<file path="src/rtl/lsu_if.sv">
// Load/store unit bus: CPU request/response handshake plus data-memory port.
// slave = LSU view, master = CPU/memory environment view.
interface lsu_if #(
  parameter int XLEN = 32
);
  logic            req_valid;
  logic            req_ready;
  logic            req_write;
  logic [2:0]      req_funct3;
  logic [XLEN-1:0] req_addr;
  logic [XLEN-1:0] req_wdata;
  logic            resp_valid;
  logic            resp_ready;
  logic [XLEN-1:0] resp_data;
  logic            resp_fault;
  logic            mem_en;
  logic            mem_write;
  logic [1:0]      mem_size;
  logic [XLEN-1:0] mem_addr;
  logic [XLEN-1:0] mem_wdata;
  logic [XLEN-1:0] mem_rdata;

  modport slave (
    input  req_valid, req_write, req_funct3,
    input  req_addr, req_wdata, resp_ready, mem_rdata,
    output req_ready, resp_valid, resp_data, resp_fault,
    output mem_en, mem_write, mem_size, mem_addr, mem_wdata
  );

  modport master (
    output req_valid, req_write, req_funct3,
    output req_addr, req_wdata, resp_ready, mem_rdata,
    input  req_ready, resp_valid, resp_data, resp_fault,
    input  mem_en, mem_write, mem_size, mem_addr, mem_wdata
  );
endinterface

</file>
<file path="src/rtl/lsu.sv">
// Load/store unit: one request at a time, IDLE -> ISSUE -> RESP, with load
// sign/zero extension. Ports: clk, rst_n, bus (lsu_if.slave).
// Optional macro LSU_BOUNDS_CHECK_EN: fault when addr + size > MEM_BYTES.
module lsu #(
  parameter int XLEN      = 32,
  parameter int MEM_BYTES = 2048
) (
  input logic  clk,
  input logic  rst_n,
  lsu_if.slave bus
);
  typedef enum logic [1:0] {
    IDLE,
    ISSUE,
    RESP
  } state_t;

  state_t          state, state_n;
  logic            wr_q;
  logic [2:0]      f3_q;
  logic [1:0]      size_q;
  logic [XLEN-1:0] addr_q, wdata_q, data_q;
  logic            fault_q;
  logic            f3_ok, in_bounds, legal, accept;
  logic [XLEN-1:0] ext;

  always_comb begin
    f3_ok = 1'b0;
    if (bus.req_write)
      f3_ok = bus.req_funct3 inside {3'b000, 3'b001, 3'b010};
    else
      f3_ok = bus.req_funct3 inside {3'b000, 3'b001, 3'b010,
                                     3'b100, 3'b101};
  end

`ifdef LSU_BOUNDS_CHECK_EN
  // Extra carry bit makes an address wrap count as out of bounds.
  logic [XLEN:0] end_addr;
  assign end_addr = {1'b0, bus.req_addr}
                  + (XLEN+1)'(1 << bus.req_funct3[1:0]);
  assign in_bounds = end_addr <= (XLEN+1)'(MEM_BYTES);
`else
  assign in_bounds = 1'b1;
`endif

  assign legal  = f3_ok && in_bounds;
  assign accept = (state == IDLE) && bus.req_valid;

  always_ff @(posedge clk or negedge rst_n) begin
    if (!rst_n) state <= IDLE;
    else        state <= state_n;
  end

  always_comb begin
    state_n = state;
    unique case (state)
      IDLE:    if (bus.req_valid) state_n = legal ? ISSUE : RESP;
      ISSUE:   state_n = RESP;
      RESP:    if (bus.resp_ready) state_n = IDLE;
      default: state_n = IDLE;
    endcase
  end

  always_comb begin
    ext = bus.mem_rdata;
    unique case (1'b1)
      f3_q == 3'b000:
        ext = {{(XLEN-8){bus.mem_rdata[7]}}, bus.mem_rdata[7:0]};
      f3_q == 3'b001:
        ext = {{(XLEN-16){bus.mem_rdata[15]}}, bus.mem_rdata[15:0]};
      f3_q == 3'b100:
        ext = {{(XLEN-8){1'b0}}, bus.mem_rdata[7:0]};
      f3_q == 3'b101:
        ext = {{(XLEN-16){1'b0}}, bus.mem_rdata[15:0]};
      default:
        ext = bus.mem_rdata;
    endcase
  end

  // Memory-side fields only move on a legal accept so they hold otherwise.
  always_ff @(posedge clk or negedge rst_n) begin
    if (!rst_n) begin
      wr_q    <= 1'b0;
      f3_q    <= '0;
      size_q  <= '0;
      addr_q  <= '0;
      wdata_q <= '0;
      data_q  <= '0;
      fault_q <= 1'b0;
    end else begin
      if (accept) begin
        if (legal) begin
          wr_q    <= bus.req_write;
          f3_q    <= bus.req_funct3;
          size_q  <= bus.req_funct3[1:0];
          addr_q  <= bus.req_addr;
          wdata_q <= bus.req_wdata;
        end else begin
          data_q  <= '0;
          fault_q <= 1'b1;
        end
      end
      if (state == ISSUE) begin
        fault_q <= 1'b0;
        data_q  <= wr_q ? '0 : ext;
      end
    end
  end

  assign bus.req_ready  = (state == IDLE);
  assign bus.resp_valid = (state == RESP);
  assign bus.resp_data  = data_q;
  assign bus.resp_fault = fault_q;
  assign bus.mem_en     = (state == ISSUE);
  assign bus.mem_write  = (state == ISSUE) && wr_q;
  assign bus.mem_size   = size_q;
  assign bus.mem_addr   = addr_q;
  assign bus.mem_wdata  = wdata_q;
endmodule

</file>
<file path="src/flat_wrapper.sv">
// flat-port wrapper written by rule: the top's interface ports become plain ports
module lsu_flat 
#(
  parameter int XLEN      = 32,
  parameter int MEM_BYTES = 2048
)
  (clk, rst_n, bus_req_valid, bus_req_write, bus_req_funct3, bus_req_addr, bus_req_wdata, bus_resp_ready, bus_mem_rdata, bus_req_ready, bus_resp_valid, bus_resp_data, bus_resp_fault, bus_mem_en, bus_mem_write, bus_mem_size, bus_mem_addr, bus_mem_wdata);
  lsu_if #(.XLEN(XLEN)) bus_i ();
  input logic clk;
  input logic rst_n;
  input wire logic [$bits(bus_i.req_valid)-1:0] bus_req_valid;
  input wire logic [$bits(bus_i.req_write)-1:0] bus_req_write;
  input wire logic [$bits(bus_i.req_funct3)-1:0] bus_req_funct3;
  input wire logic [$bits(bus_i.req_addr)-1:0] bus_req_addr;
  input wire logic [$bits(bus_i.req_wdata)-1:0] bus_req_wdata;
  input wire logic [$bits(bus_i.resp_ready)-1:0] bus_resp_ready;
  input wire logic [$bits(bus_i.mem_rdata)-1:0] bus_mem_rdata;
  output wire logic [$bits(bus_i.req_ready)-1:0] bus_req_ready;
  output wire logic [$bits(bus_i.resp_valid)-1:0] bus_resp_valid;
  output wire logic [$bits(bus_i.resp_data)-1:0] bus_resp_data;
  output wire logic [$bits(bus_i.resp_fault)-1:0] bus_resp_fault;
  output wire logic [$bits(bus_i.mem_en)-1:0] bus_mem_en;
  output wire logic [$bits(bus_i.mem_write)-1:0] bus_mem_write;
  output wire logic [$bits(bus_i.mem_size)-1:0] bus_mem_size;
  output wire logic [$bits(bus_i.mem_addr)-1:0] bus_mem_addr;
  output wire logic [$bits(bus_i.mem_wdata)-1:0] bus_mem_wdata;
  assign bus_i.req_valid = bus_req_valid;
  assign bus_i.req_write = bus_req_write;
  assign bus_i.req_funct3 = bus_req_funct3;
  assign bus_i.req_addr = bus_req_addr;
  assign bus_i.req_wdata = bus_req_wdata;
  assign bus_i.resp_ready = bus_resp_ready;
  assign bus_i.mem_rdata = bus_mem_rdata;
  assign bus_req_ready = bus_i.req_ready;
  assign bus_resp_valid = bus_i.resp_valid;
  assign bus_resp_data = bus_i.resp_data;
  assign bus_resp_fault = bus_i.resp_fault;
  assign bus_mem_en = bus_i.mem_en;
  assign bus_mem_write = bus_i.mem_write;
  assign bus_mem_size = bus_i.mem_size;
  assign bus_mem_addr = bus_i.mem_addr;
  assign bus_mem_wdata = bus_i.mem_wdata;
  lsu #(.XLEN(XLEN), .MEM_BYTES(MEM_BYTES)) u_core (.clk(clk), .rst_n(rst_n), .bus(bus_i));
endmodule
</file>
<file path="config.mk">
export PLATFORM = sky130hd
export DESIGN_NAME = lsu_flat
export DESIGN_NICKNAME = d
export VERILOG_FILES = /design/src/rtl/lsu_if.sv /design/src/rtl/lsu.sv /design/src/flat_wrapper.sv
export SDC_FILE = /design/constraint.sdc
export NUM_CORES = 1
export LEC_CHECK = 0
export BUFFER_PORTS_ARGS = -buffer_cell sky130_fd_sc_hd__buf_2
export CAP_MARGIN = 20
export CORE_MARGIN = 1
export CORE_UTILIZATION = 41
export CTS_CLUSTER_SIZE = 12
export DETAILED_ROUTE_END_ITERATION = 6
export GPL_ROUTABILITY_DRIVEN = 0
export PLACE_DENSITY_LB_ADDON = 0.12
export SLEW_MARGIN = 25
export SYNTH_ARGS = -nofsm -noshare
export SYNTH_HDL_FRONTEND = slang
export SYNTH_SLANG_ARGS = --single-unit
</file>
<file path="constraint.sdc">
create_clock -name clk -period 1.62 [get_ports clk]
set_input_delay 0.162 -clock clk [delete_from_list [all_inputs] [get_ports clk]]
set_output_delay 0.162 -clock clk [all_outputs]
set_load 0.02 [all_outputs]
</file>
* Word-level counts from Yosys, hierarchy flattened
Index checks and enable logic that the tools add are counted.
Cells by class: $lt $le $gt $ge 0, bitwise operators 0, eq/ne operators 12, multiplexer cells 13, shift operators 0, multipliers 0, add/sub/neg operators 0, div/mod/pow operators 0, reduce and logical (&&, ||, !) cells 11
Operators by type and width (count):
- 2-to-1 mux 32 bit | 4
- case mux 32 bit (4 select lines) | 1
- == test 3 bit, second input constant | 4
- == test 3 x 1 -> 1 bit, second input constant | 2
- zero test 3 bit | 2
- 2-to-1 mux 2 bit | 3
- != test 2 bit, second input constant | 3
- case mux 2 bit (3 select lines) | 1
- AND reduction 2 bit | 3
- nonzero test 5 bit | 1
- 2-to-1 mux 1 bit | 4
- == test 3 x 2 -> 1 bit, second input constant | 1
- nonzero test 3 bit | 1
- == test 2 x 1 -> 1 bit, second input constant | 1
- == test 2 bit, second input constant | 1
- logical AND 1 bit | 2
- zero test 2 bit | 1
- nonzero test 2 bit | 1
Word-level totals: input bits 104, memory bits (read-only) 0, memories 0, word-level logic and storage cells 44, register bits after elaboration 105, latch bits 0, memory bits (writable) 0

* Longest topological paths before layout
word-level depth 6, depth in mapped cells 6, mapped depth without buffers 4

* Least setup slack after synthesis
OpenSTA, ideal clock, no wires.
kind flip-flop to output port, from register u_core.state[1], to output bus_mem_write, required time 1458 ps, stages on the path, launching flop included 6, buffers on the path 2, slack -33 ps, arrival time 1491 ps, cell sequence dfrtp_1 -> nand2b_1 -> buf_2 -> inv_2 -> clkbuf_1 -> and2_1
Between the ends: longest elaborated chain between the ends 2
RTL lines:
- start: declaration | line lsu.sv:18 | state_t state, state_n;
- start signal: assignment | line lsu.sv:51 | else state <= state_n;
- == test 2 x 1 -> 1 bit
- via bus_mem_en | line flat_wrapper.sv:22 | output wire logic [$bits(bus_i.mem_en)-1:0] bus_mem_en;
- logical AND 1 bit | line lsu.sv:115 | assign bus.mem_write = (state == ISSUE) && wr_q;
- end: declaration | line flat_wrapper.sv:23 | output wire logic [$bits(bus_i.mem_write)-1:0] bus_mem_write;
The timed path passes the listed nets, and every way through them passes these cells.

* Final worst setup path
from register u_core.state[1], to output bus_mem_write
Between the ends: longest elaborated chain between the ends 2
RTL lines (line):
- == test 2 x 1 -> 1 bit | lsu.sv:115
- logical AND 1 bit | lsu.sv:115
Every way passes these cells.

==> impl_metrics.tcl <==
set metrics [dict create \
    status "finished, final reports clean" \
    drv_cap 0 \
    grt_pass1_vias 3190 \
    antenna_found_initial 0 \
    synth_cells 313 \
    period_needed_ns 1.53 \
    dr.pass1.iters 4 \
    worstSetupPathType "flip-flop to primary output" \
    clock_skew_ns 0.0102 \
    yosys_warnings 0 \
    post_drt_wl_per_cell_um 15.3 \
    netlist_top_cells_area "dfrtp_1, mux2_2, o21ai_0" \
    leakage_nw 2.90 \
    drt-total-wl_um 10100 \
    htreeDepth 3 \
    vdd_drop_max_mv 0.771 \
    fin_nets 627 \
    rsz0062_at_grt "no" \
    grt_max_degree 104 \
    critPathMaxFanout 4 \
    maxSlewViolCount 0 \
    r2r-start "u_core.state[0]" \
    placed_cell_area_mm2 0.00542 \
    syn_nets 417 \
    hold_depth 2 \
    cp_slowest_cell "dfrtp_1" \
    finalHoldViolCount 0 \
    yosysTopAreaCell "dfrtp_1" \
    dp_hpwl_um 7210 \
    synth_edf_count 0 \
    cts.clk_slew.worst_paths_ns 0.10 \
    hold_ws_ns 0.0235 \
    die_w_um 103 \
    drive_gt1_share_pct 59.2 \
    critPathLaunchType "flip-flop" \
    synth.ff_latch_count 103 \
    ys_seq_area_share_pct 61.8 \
    num_io_pins 207 \
    hp-class "input port to flip-flop" \
    fmax_mhz 654 \
    row_count 36 \
    synth_common_cells "dfrtp_1, mux2_2, nand2_1, o21ai_0, o22ai_1" \
    relSlewSlack_pct 63.1 \
    path_buf_inv 2 \
    worstMarginPinSlew_ns 0.553 \
    crit_required_ns 1.46 \
    viasPerCell 4.85 \
    powerDensity_mw_per_mm2 1760 \
    synth.cell_area_mm2 0.00417 \
    r2r_slack_ns 0.10 \
    clockBufferDepth 2 \
    grt_pass1_wl_um 15300 \
    r2r-end "u_core.bus.mem_addr[15]" \
    ys_types 28 \
    min_to "u_core.bus.mem_addr[21]" \
    cts_root_buf "clkbuf_8" \
    stdcell_count 661 \
    avgSynthCellArea_um2 13.3 \
    port_buffers 206 \
    syn2layout_area_growth_pct 35.3 \
    die_h_um 103 \
    coreArea_mm2 0.00982 \
    synth.most_common_cell "dfrtp_1" \
    yosysTopAreaCellShare_pct 61.8 \
    numCtsBuffers 9 \
    critPathMaxStageDelay_ns 0.40 \
    power_mw 9.94 \
    die_area_mm2 0.0106 \
    vias 3205 \
    finalSetupViolations 0 \
    path_delay_family "flip-flops" \
    clk_latency_ns 0.36 \
    crit_chain "nand2b_2 > inv_4 > and2_1 > buf_2" \
    end_kind "primary output" \
    drt_iter0_drc 64 \
    ant_nets 0 \
    setup_tns_ns 0 \
    final_core_util_pct 57.5 \
    fin_area_mm2 0.00564 \
    grt_overflow_total 0 \
    synth-main-ff-cell "dfrtp_1" \
    period_share_pct 94.3 \
    dp.cells 643 \
    track_usage_pct 18.9 \
    layout_setup_ws_ns 0.0919 \
    floorplan.initialDensity_pct 42.5 \
    synth-async-reset-ratio_pct 100 \
    min_from "bus_req_addr[21]" \
    reg2reg_depth 4 \
    cts_sinks 103 \
    preCtsSetupSlack_ns 0.108 \
    arrival_ns 1.37 \
    cts_tree "yes" \
    drc 0 \
]
flip-flops by register name, indices dropped and copies added (netlist names):
signal                 count
u_core.bus.resp_fault      1
u_core.wr_q                1
u_core.bus.mem_size        1
u_core.state               2
u_core.f3_q                2
u_core.bus.mem_wdata      32
u_core.bus.resp_data      32
u_core.bus.mem_addr       32
worst reg2reg max path, delay by kind of cell, from the launching register on:
family,cells,cell delay [ns]
buffers and inverters,1,0.27
flip-flops,1,0.43
AND/OR/NAND/NOR,2,0.38
multiplexers,1,0.33
cell families (layout without fill, tap and decap cells):
group                  Yosys count  after routing  synth area share, %
other                            0              1                    0
DFF                            103            103                 61.8
buffers and inverters           29            243                 3.30
muxes                           69             69                 19.4
AOI/OAI and AO/OA               62             62                 9.75
and+or+nand+nor                 50             50                 5.70
cell type report:
class / count / area (um^2)
Tap cell: 133 / 166
Inverter: 6 / 25.0
Antenna cell: 1 / 2.50
Timing Repair Buffer: 222 / 1210
Sequential cell: 103 / 2580
Clock buffer: 10 / 138
Clock inverter: 5 / 57.6
Multi-Input combinational cell: 181 / 1470
Fill cell: 912 / 4180
layer usage:
metal,track usage (%),wire length (um),vias up
met2,31.3,5010,127
met3,4.61,676,15
met1,23.7,4220,1538
li1,-,-,1525
met5,0,0,-
met4,8.13,193,0
cells in the final DEF (no fill, tap or decap), drive strengths merged, types with 2 or more instances in the layout:
master  count
nand3b      7
mux2       69
clkbuf     10
dfrtp     103
clkinv      3
o22ai      16
a211o       2
a32o        8
buf       221
o21ai      32
inv         7
nand2      34
nor2        3
report_power, final:
group / internal [mW] / switching, mW
sequential: 3.55 / 0.541
clock: 0.752 / 0.857
combinational: 1.77 / 2.46
total: 6.07 / 3.86
timing repair:
action	in CTS	in global routing
hold buffers	1	0
endpoints found under the hold margin	103	0
gates resized for setup	1	1
endpoints found under the setup margin	1	1
buffers inserted	1	0
pin swaps	0	0
worst max path at each step:
| stage | from | end | slack (ns) | depth (start not counted) |
|---|---|---|---|---|
| 6_report | u_core.state[1] | bus_mem_write | 0.09 | 4 |
| 5_1_grt | u_core.state[0] | u_core.bus.mem_addr[15] | 0.02 | 4 |
| 4_1_cts | u_core.state[1] | bus_mem_write | 0.03 | 4 |
| 3_5_place_dp | u_core.state[0] | u_core.bus.mem_wdata[16] | 0.11 | 4 |
| 3_3_place_gp | u_core.state[1] | u_core.bus.mem_addr[22] | 0.14 | 4 |
| 2_1_floorplan | u_core.state[1] | u_core.bus.mem_wdata[22] | 0.1 | 5 |
No activity file was read; power rests on OpenSTA's default activity.
